`src/rtl/hazard_unit.sv`:
```
// Hazard and forwarding unit for the five-stage pipeline: register-tag pipeline,
// operand forwarding selects, load-use / PC-write / memory-wait stall and flush control.
module hazard_unit #(
    parameter int MEM_TIMEOUT = 15,
    parameter int CW          = 8
) (
    input  logic       clk,
    input  logic       reset,
    input  logic [3:0] RA1D,
    input  logic [3:0] RA2D,
    input  logic [3:0] WA3D,
    input  logic       RegWriteM,
    input  logic       RegWriteW,
    input  logic       MemtoRegE,
    input  logic       PCSrcD,
    input  logic       PCSrcE,
    input  logic       PCSrcM,
    input  logic       PCSrcW,
    input  logic       BranchTakenE,
    input  logic       IgRnE,
    input  logic       MemAccessM,
    input  logic       MemReady,
    output logic [1:0] ForwardAE,
    output logic [1:0] ForwardBE,
    output logic       StallF,
    output logic       StallD,
    output logic       StallE,
    output logic       FlushD,
    output logic       FlushE,
    output logic       MemErr
);

    typedef enum logic [1:0] {S_IDLE = 2'd0, S_WAIT = 2'd1, S_ERR = 2'd2} mem_state_t;

    mem_state_t    r_state;
    mem_state_t    w_state_nxt;
    logic [CW-1:0] r_cnt;
    logic [CW-1:0] w_cnt_nxt;
    logic          r_mem_err;

    logic       r_ve, r_vm, r_vw;
    logic [3:0] r_ra1e, r_ra2e, r_wa3e, r_wa3m, r_wa3w;

    logic w_mem_stall, w_ld_stall, w_pc_pend;
    logic w_stall_e, w_flush_e;

    // Memory wait/timeout next-state; stall only while the access is still not ready
    always_comb begin
        w_state_nxt = r_state;
        w_cnt_nxt   = r_cnt;
        w_mem_stall = 1'b0;
        case (r_state)
            S_IDLE: begin
                if (MemAccessM & ~MemReady) begin
                    w_state_nxt = S_WAIT;
                    w_cnt_nxt   = {{(CW-1){1'b0}}, 1'b1};
                    w_mem_stall = 1'b1;
                end else begin
                    w_cnt_nxt   = {CW{1'b0}};
                end
            end
            S_WAIT: begin
                if (MemReady) begin
                    w_state_nxt = S_IDLE;
                    w_cnt_nxt   = {CW{1'b0}};
                end else begin
                    w_mem_stall = 1'b1;
                    if (r_cnt == CW'(MEM_TIMEOUT)) begin
                        w_state_nxt = S_ERR;
                        w_cnt_nxt   = {CW{1'b0}};
                    end else begin
                        w_cnt_nxt   = r_cnt + {{(CW-1){1'b0}}, 1'b1};
                    end
                end
            end
            S_ERR: begin
                w_state_nxt = S_IDLE;
                w_cnt_nxt   = {CW{1'b0}};
            end
            default: begin
                w_state_nxt = S_IDLE;
                w_cnt_nxt   = {CW{1'b0}};
            end
        endcase
    end

    // Memory FSM state, wait counter and sticky timeout flag
    always_ff @(posedge clk or negedge reset) begin
        if (!reset) begin
            r_state   <= S_IDLE;
            r_cnt     <= {CW{1'b0}};
            r_mem_err <= 1'b0;
        end else begin
            r_state   <= w_state_nxt;
            r_cnt     <= w_cnt_nxt;
            if (w_state_nxt == S_ERR) begin
                r_mem_err <= 1'b1;
            end else begin
                r_mem_err <= r_mem_err;
            end
        end
    end

    // Stall and flush decode; a memory stall masks every flush until it releases
    always_comb begin
        w_ld_stall = MemtoRegE & r_ve & ((RA1D == r_wa3e) | (RA2D == r_wa3e));
        w_pc_pend  = PCSrcD | PCSrcE | PCSrcM;
        w_stall_e  = w_mem_stall;
        w_flush_e  = (w_ld_stall | BranchTakenE) & ~w_mem_stall;
        StallF     = w_ld_stall | w_pc_pend | w_mem_stall;
        StallD     = w_ld_stall | w_mem_stall;
        StallE     = w_stall_e;
        FlushD     = (w_pc_pend | PCSrcW | BranchTakenE) & ~w_mem_stall;
        FlushE     = w_flush_e;
        MemErr     = r_mem_err;
    end

    // Register-tag pipeline D->E->M->W; W is invalidated while the back end is frozen
    always_ff @(posedge clk or negedge reset) begin
        if (!reset) begin
            r_ve   <= 1'b0;
            r_vm   <= 1'b0;
            r_vw   <= 1'b0;
            r_ra1e <= 4'd0;
            r_ra2e <= 4'd0;
            r_wa3e <= 4'd0;
            r_wa3m <= 4'd0;
            r_wa3w <= 4'd0;
        end else if (!w_stall_e) begin
            r_ve   <= ~w_flush_e;
            r_ra1e <= RA1D;
            r_ra2e <= RA2D;
            r_wa3e <= WA3D;
            r_vm   <= r_ve;
            r_wa3m <= r_wa3e;
            r_vw   <= r_vm;
            r_wa3w <= r_wa3m;
        end else begin
            r_vw   <= 1'b0;
        end
    end

    // Forwarding selects: memory-stage result wins over write-back
    always_comb begin
        ForwardAE = 2'b00;
        ForwardBE = 2'b00;
        if (IgRnE) begin
            ForwardAE = 2'b00;
        end else if (r_ve & r_vm & (r_ra1e == r_wa3m) & RegWriteM) begin
            ForwardAE = 2'b10;
        end else if (r_ve & r_vw & (r_ra1e == r_wa3w) & RegWriteW) begin
            ForwardAE = 2'b01;
        end else begin
            ForwardAE = 2'b00;
        end
        if (r_ve & r_vm & (r_ra2e == r_wa3m) & RegWriteM) begin
            ForwardBE = 2'b10;
        end else if (r_ve & r_vw & (r_ra2e == r_wa3w) & RegWriteW) begin
            ForwardBE = 2'b01;
        end else begin
            ForwardBE = 2'b00;
        end
    end

endmodule

```
`config.mk`:
```
export PLATFORM = sky130hd
export DESIGN_NAME = hazard_unit
export DESIGN_NICKNAME = d
export VERILOG_FILES = /design/src/rtl/hazard_unit.sv
export SDC_FILE = /design/constraint.sdc
export NUM_CORES = 1
export LEC_CHECK = 0
export CORE_MARGIN = 4
export CORE_UTILIZATION = 50
export CTS_BUF_LIST = sky130_fd_sc_hd__clkbuf_16
export CTS_CLUSTER_SIZE = 25
export DETAILED_ROUTE_END_ITERATION = 8
export PLACE_DENSITY = 0.78
export SETUP_SLACK_MARGIN = 0.4
export SLEW_MARGIN = 20
export SYNTH_ARGS = -nofsm -noshare
export SYNTH_HDL_FRONTEND = slang
export SYNTH_SLANG_ARGS = --single-unit
```
`constraint.sdc`:
```
create_clock -name clk -period 1.8 [get_ports clk]
set_clock_uncertainty 0.2 [all_clocks]
set_input_delay 0.36 -clock clk [delete_from_list [all_inputs] [get_ports clk]]
set_output_delay 0.36 -clock clk [all_outputs]
set_load 0.02 [all_outputs]
```
==> results of run 1 <==
through the flow:
step                setup TNS (ps)  area (um^2)  cells  util [%]
detailed placement          -17150         2380    239      76.2
floorplan                        0         1830    140         -
CTS                          -2290         2820    256      90.1
global placement            -16570         2380    239      76.2
timing repair:
action	CTS
endpoints found under the hold margin	0
cloned	2
setup endpoints to repair	41
buffers inserted	8
pin swaps	15
gates resized for setup	106
logic make-up after synthesis:
family	count (synthesis)	share of synthesized area, %
AND/OR/NAND/NOR	43	13.9
flip-flops	34	50.4
XOR/XNOR	30	15.6
multiplexers	21	14.5
AO/OA/AOI/OAI	6	2.60
buffers and inverters	5	2.23
adder cells (fa/ha/maj)	1	0.742
==> flow_metrics.env, run 1 <==
export IMPL_ys_async_sr_fraction_pct=100
export IMPL_holdBufCountCts=0
export IMPL_yosys_most_used_dff="dfrtp_1"
export IMPL_portBuffers=34
export IMPL_yosys_top_cells_count="dfrtp_1 (34), mux2_2 (19), xor2_1 (17), nor2_1 (14), xnor2_1 (13)"
export IMPL_yosysWarnings=0
export IMPL_synth_cell_types=28
export IMPL_pre_cts_slack_ps=-1030
export IMPL_crit_endpoint="FlushE"
export IMPL_synth_top_cell_by_area="dfrtp_1"
export IMPL_ios=35
export IMPL_stop_error="[ERROR DPL-0033] detailed placement checks failed during check placement."
export IMPL_fp_dieH_um=66.1
export IMPL_status="aborted with a tool error"
export IMPL_synth_edf_count=0
export IMPL_dp_final_hpwl_mm=2.88
export IMPL_rows=20
export IMPL_antenna_found_initial=0
export IMPL_synth_area_mm2=0.00169
export IMPL_lastStage="5_1_grt"
export IMPL_synth_area_top_cells="dfrtp_1 (50%), mux2_2 (13%), xor2_1 (8.8%)"
export IMPL_root_buffer="clkbuf_16"
export IMPL_cts_buffers=5
export IMPL_grt_max_degree=35
export IMPL_htree_levels=2
export IMPL_clock_path_buffers=2
export IMPL_synth_avg_cell_area_um2=12.0
export IMPL_yosysTopAreaCellShare_pct=50.4
export IMPL_worstEpCategory="top-level output"
export IMPL_ys_seq_elements=34
export IMPL_cts_sinks=34
export IMPL_gp_congestion=0.876
export IMPL_yosysMostFrequentCell="dfrtp_1"
export IMPL_die_width_um=66.1
export IMPL_syn_nets=166
export IMPL_synth_cells=140
export IMPL_start_util_pct=53.9
export IMPL_yosysSeqAreaShare_pct=50.4
==> run 2, diff against run 1 <==
Settings changed: CORE_UTILIZATION 50 to 40, CTS_BUF_LIST sky130_fd_sc_hd__clkbuf_16 to not set, CTS_CLUSTER_SIZE 25 to not set, PLACE_DENSITY 0.78 to not set, PLACE_DENSITY_LB_ADDON set to 0.15, SETUP_SLACK_MARGIN 0.4 to not set.
==> flow_metrics.env, run 2 <==
export IMPL_totalWireLength_mm=3.90
export IMPL_maxCapViolCount=0
export IMPL_syn_nets=166
export IMPL_cts_tree="done"
export IMPL_instances_no_fill=258
export IMPL_yosysTopAreaCellShare_pct=50.4
export IMPL_synth_area_top_cells="dfrtp_1 (50%), mux2_2 (13%), xor2_1 (8.8%)"
export IMPL_cts_sinks=34
export IMPL_crit_path_end_kind="output port"
export IMPL_ios=35
export IMPL_fp_dieH_um=72.9
export IMPL_rsz0062_at_grt="true"
export IMPL_p_sw_share_pct=26.4
export IMPL_p_seq_share_pct=42.7
export IMPL_start_util_pct=41.9
export IMPL_synthToLayoutAreaGrowth_pct=50.2
export IMPL_clk_pin_slew_worst_paths_ps=70
export IMPL_status="finished with violations"
export IMPL_synth_edf_count=0
export IMPL_clkPwrFrac_pct=32.8
export IMPL_grt_max_degree=35
export IMPL_route_detailed_drc=0
export IMPL_holdBufCountCts=0
export IMPL_finalCriticalPeriod_ps=2260
export IMPL_synth_top_cell_by_area="dfrtp_1"
export IMPL_crit_fanout=4
export IMPL_violations="setup timing"
export IMPL_hp_class="in2async"
export IMPL_multi_input_area_um2=911
export IMPL_dp_cells=242
export IMPL_final_common_cell="dfrtp_1"
export IMPL_period_share_pct=126
export IMPL_ff_latch_area_um2=853
export IMPL_tns_ps=-1970
export IMPL_portBuffers=34
export IMPL_clkLatencyLatePin_ps=290
export IMPL_root_buffer="clkbuf_8"
export IMPL_diodes=0
export IMPL_yosysSeqAreaShare_pct=50.4
export IMPL_gp_congestion=0.811
export IMPL_yosysWarnings=0
export IMPL_grt_total_usage_pct=16.7
export IMPL_first_iter_violations=46
export IMPL_p_leak_nw=1.15
export IMPL_timing_slew_headroom_pct=80.5
export IMPL_rows=23
export IMPL_synth_fa_ha_area_share_pct=0.742
export IMPL_p_total_mw=2.19
export IMPL_viasPerCell=4.91
export IMPL_top_register="r_cnt"
export IMPL_pwr_share_comb_pct=24.6
export IMPL_power_internal_mw=1.61
export IMPL_vias=1267
export IMPL_power_switching_mw=0.577
export IMPL_drive_gt1_share_pct=43.8
export IMPL_hold_viol_final=0
export IMPL_dp_final_hpwl_mm=2.80
export IMPL_setup_ws_ps=-460
export IMPL_coreArea_mm2=0.00403
export IMPL_synth_simple_area_share_pct=13.9
export IMPL_htree_levels=2
export IMPL_gr_total_overflow=0
export IMPL_yosys_mux_area_fraction_pct=14.5
export IMPL_synth_area_mm2=0.00169
export IMPL_synth_avg_cell_area_um2=12.0
export IMPL_ys_async_sr_fraction_pct=100
export IMPL_clock_path_buffers=2
export IMPL_reg2reg_slack_ps=40
export IMPL_slew_violations=0
export IMPL_holdWs_ps=241
export IMPL_grt_pass1_vias=1411
export IMPL_die_width_um=72.9
export IMPL_worst_pin_slew_ps=292
export IMPL_cts_buffers=5
export IMPL_wl_per_cell_um=15.1
export IMPL_fillerInstances=322
export IMPL_grt_pass1_wl_mm=6.62
export IMPL_synth_xor_area_share_pct=15.6
export IMPL_arrival_ps=1700
export IMPL_yosysMostFrequentCell="dfrtp_1"
export IMPL_powerDensity_mw_per_mm2=864
export IMPL_dieArea_mm2=0.00532
export IMPL_cp_start_kind="flop"
export IMPL_wl_met2_mm=2.06
export IMPL_drt_pass1_iter_count=4
export IMPL_highest_layer="met4"
export IMPL_crit_type="reg2out"
export IMPL_antenna_found_initial=0
export IMPL_synth_top_family_by_area="XOR/XNOR gates"
export IMPL_irDropWorstVdd_v=0.000411
export IMPL_largest_register_ffs=8
export IMPL_yosys_top_cells_count="dfrtp_1 (34), mux2_2 (19), xor2_1 (17), nor2_1 (14), xnor2_1 (13)"
export IMPL_wl_met3_um=179
export IMPL_fin_nets=234
export IMPL_synth_cells=140
export IMPL_mostFrequentLayoutCells="dfrtp_1 (32), buf_4 (28), mux2_2 (19), xor2_1 (15)"
export IMPL_ys_seq_elements=34
export IMPL_crit_required_ps=1240
export IMPL_wl_met1_mm=1.56
export IMPL_setup_viol=7
export IMPL_fmax_mhz=442
export IMPL_yosys_most_used_dff="dfrtp_1"
export IMPL_synth_cell_types=28
export IMPL_postRouteAntennaNets=0
export IMPL_synth_compound_area_share_pct=2.60
==> run 2: cells by family after synthesis <==
family | count (synthesis)
fa+ha+maj | 1
simple gates | 43
buf+inv | 5
flops | 34
mux | 21
compound gates | 6
xor+xnor | 30
==> run 2: cell type report <==
cell class | instances | share of cell area, %
Tap cell | 50 | 2.47
Timing Repair Buffer | 64 | 23.2
Inverter | 2 | 0.296
Clock buffer | 6 | 3.26
Multi-Input combinational cell | 101 | 36.0
Clock inverter | 1 | 1.19
Sequential cell | 34 | 33.7
==> run 2: critical path: stages, from the launching register on <==
cell and delay (ps):
dfrtp_2 450, xor2_2 170, nor4_2 320, o211ai_2 180, a21oi_4 180, buf_6 130
==> run 2: per-layer routing <==
layer	GRT usage [%]	vias to the layer above
met5	0	-
met4	7.38	0
met3	5.10	12
met2	28.9	28
met1	18.8	617
li1	-	610
==> run 2: path summary, 6_finish.rpt <==
path / from / endpoint / depth (start not counted)
max in group asynchronous: reset / r_wa3e[1]$_DFFE_PN0N_ / 2
worst min-delay path: reset / r_ra1e[0]$_DFFE_PN0N_ / 2
worst max register to register: r_wa3e[1]$_DFFE_PN0N_ / r_ve$_DFFE_PN0N_ / 5
worst max-delay path: r_wa3e[1]$_DFFE_PN0N_ / FlushE / 5
min in group clk: MemErr$_DFFE_PN0N_ / MemErr$_DFFE_PN0N_ / 1
worst min register to register: MemErr$_DFFE_PN0N_ / MemErr$_DFFE_PN0N_ / 1
==> run 2: per-stage QoR <==
stage	area, um^2	utilization, %	setup WS [ps]
6_report	2530	62.9	-460
5_1_grt	2530	62.9	-558
4_1_cts	2470	61.4	-462
3_5_place_dp	2240	55.6	-1010
3_3_place_gp	2240	55.6	-989
2_1_floorplan	1700	-	8.53
==> run 2: power by group through the flow <==
stage,clock (mW),sequential [mW],combinational (mW)
detailed placement,0,0.938,0.463
CTS,0.738,0.929,0.518
floorplan,0,0.927,0.252
finish,0.717,0.934,0.538
global route,0.781,0.944,0.581
global placement,0,0.935,0.454
==> run 2: timing repair <==
| item | CTS | global route |
|---|---|---|
| buffers inserted | 6 | 3 |
| gates resized for setup | 83 | 10 |
| cloned | 0 | 0 |
| pin swaps | 20 | 11 |
| endpoints found under the setup margin | 31 | 10 |
Note: power is estimated with default switching activity, not from simulation.
==> run 3, diff against run 2 <==
Settings changed: CORE_ASPECT_RATIO set to 0.9.
==> flow_metrics.env, run 3 (synthesis results as in run 2) <==
export IMPL_status="finished with violations"
export IMPL_violations="setup timing"
export IMPL_antenna_found_initial=0
export IMPL_grt_pass1_vias=1275
export IMPL_htree_levels=2
export IMPL_crit_fanout=4
export IMPL_postPlaceCellArea_mm2=0.00225
export IMPL_slew_violations=0
export IMPL_portBuffers=34
export IMPL_grt_max_degree=35
export IMPL_postRouteAntennaNets=0
export IMPL_finalCriticalPeriod_ps=2340
export IMPL_root_buffer="clkbuf_8"
export IMPL_drive_gt1_share_pct=43.2
export IMPL_worstSetupStartpoint="r_wa3e[1]$_DFFE_PN0N_"
export IMPL_holdWs_ps=205
export IMPL_rr_endpoint="r_ve$_DFFE_PN0N_"
export IMPL_hold_viol_final=0
export IMPL_powerDensity_mw_per_mm2=822
export IMPL_first_iter_violations=56
export IMPL_die_width_um=76.4
export IMPL_irDropWorstVdd_v=0.000545
export IMPL_final_common_cell="dfrtp_1"
export IMPL_rr_startpoint="r_wa3e[1]$_DFFE_PN0N_"
export IMPL_gr_total_overflow=0
export IMPL_reg2reg_slack_ps=70
export IMPL_crit_required_ps=1240
export IMPL_busiest_layer="met2"
export IMPL_setup_viol=7
export IMPL_critPathCapture="FlushE"
export IMPL_gp_congestion=0.793
export IMPL_vias=1260
export IMPL_fp_dieH_um=69.6
export IMPL_clkLatencyLatePin_ps=280
export IMPL_fmax_mhz=427
export IMPL_clock_path_buffers=2
export IMPL_setup_ws_ps=-542
export IMPL_period_share_pct=130
export IMPL_ios=35
export IMPL_drt_pass1_iter_count=4
export IMPL_coreArea_mm2=0.00407
export IMPL_cts_sinks=34
export IMPL_arrival_ps=1780
export IMPL_timing_slew_headroom_pct=78.3
export IMPL_clk_pin_slew_worst_paths_ps=70
export IMPL_grt_total_usage_pct=14.9
export IMPL_diodes=0
export IMPL_top_register="r_cnt"
export IMPL_hp_class="in2reg"
export IMPL_start_util_pct=41.4
export IMPL_grt_pass1_wl_mm=6.31
export IMPL_rows=22
export IMPL_cts_buffers=5
export IMPL_wl_per_cell_um=15.0
export IMPL_crit_path_end_kind="output port"
export IMPL_synthToLayoutAreaGrowth_pct=50.0
export IMPL_dp_final_hpwl_mm=2.78
export IMPL_viasPerCell=4.96
export IMPL_crit_type="reg2out"
export IMPL_p_leak_nw=1.15
export IMPL_totalWireLength_mm=3.80
export IMPL_met1_usage_pct=20.0
export IMPL_dieArea_mm2=0.00532
export IMPL_met2_usage_pct=23.0
export IMPL_largest_register_ffs=8
export IMPL_met3_usage_pct=4.55
export IMPL_cp_start_kind="flop"
export IMPL_route_detailed_drc=0
export IMPL_fin_area_mm2=0.00253
export IMPL_fin_nets=231
export IMPL_rsz0062_at_grt="true"
export IMPL_worst_r2r_cell_count=5
export IMPL_mostFrequentLayoutCells="dfrtp_1 (34), buf_4 (22), mux2_2 (19), xor2_1 (13), nor2_1 (13)"
export IMPL_cts_tree="done"
export IMPL_maxCapViolCount=0
export IMPL_worst_pin_slew_ps=324
## run 3: repair_timing
item,4_1_cts,5_1_grt
pin swaps,15,20
hold endpoints to repair,0,0
setup endpoints to repair,31,9
hold buffers,0,0
buffers inserted,3,2
resized for setup,76,18
## run 3: area by class of cell
type                    count  area [um^2]
well taps                  48         60.1
multi-input cells         101          945
clock inverters             1         5.00
fillers                   324         1540
flip-flops and latches     34          851
inverters                   2         7.51
clock buffers               7         86.3
repair buffers             61          576
## run 3: power breakdown
group / internal (mW) / total (mW) / switching (mW)
clock: 0.308 / 0.574 / 0.266
combinational: 0.345 / 0.577 / 0.231
sequential: 0.844 / 0.928 / 0.0842
total: 1.50 / 2.08 / 0.581
## run 3: worst min-delay path by stage
stage	startpoint	to	slack, ps	cells past startpoint
6_report	RA1D[0]	r_ra1e[0]$_DFFE_PN0N_	210	2
4_1_cts	reset	MemErr$_DFFE_PN0N_	260	2
2_1_floorplan	reset	MemErr$_DFFE_PN0N_	-140	0
3_3_place_gp	MemErr$_DFFE_PN0N_	MemErr$_DFFE_PN0N_	260	1
3_5_place_dp	MemErr$_DFFE_PN0N_	MemErr$_DFFE_PN0N_	270	1
5_1_grt	RA1D[0]	r_ra1e[0]$_DFFE_PN0N_	220	2
## run 3: worst max-delay path, stage by stage, from the launching register on
cell and delay [ps]:
dfrtp_1 400, buf_6 130, xor2_2 180, nor4_4 310, o211ai_2 190, a21oi_4 170, buf_6 130
## run 3: metal layers
layer	wire (um)	part of all wire, %	vias to the layer above
li1	-	-	602
met1	1710	45	612
met2	1790	47	35
met3	232	6.1	11
met4	70	1.8	0
met5	0	0	-
## run 3: metrics by stage
| step | cells | setup TNS (ps) | setup WS [ps] | power, mW | util, % |
|---|---|---|---|---|---|
| 2_1_floorplan | 140 | 0 | 8.53 | 1.18 | - |
| 3_3_place_gp | 241 | -14740 | -996 | 1.40 | 55.1 |
| 3_5_place_dp | 241 | -15800 | -1030 | 1.41 | 55.1 |
| 4_1_cts | 252 | -2450 | -543 | 2.04 | 59.5 |
| 5_1_grt | 254 | -3020 | -623 | 2.18 | 62.1 |
| 6_report | 254 | -2470 | -542 | 2.08 | 62.1 |
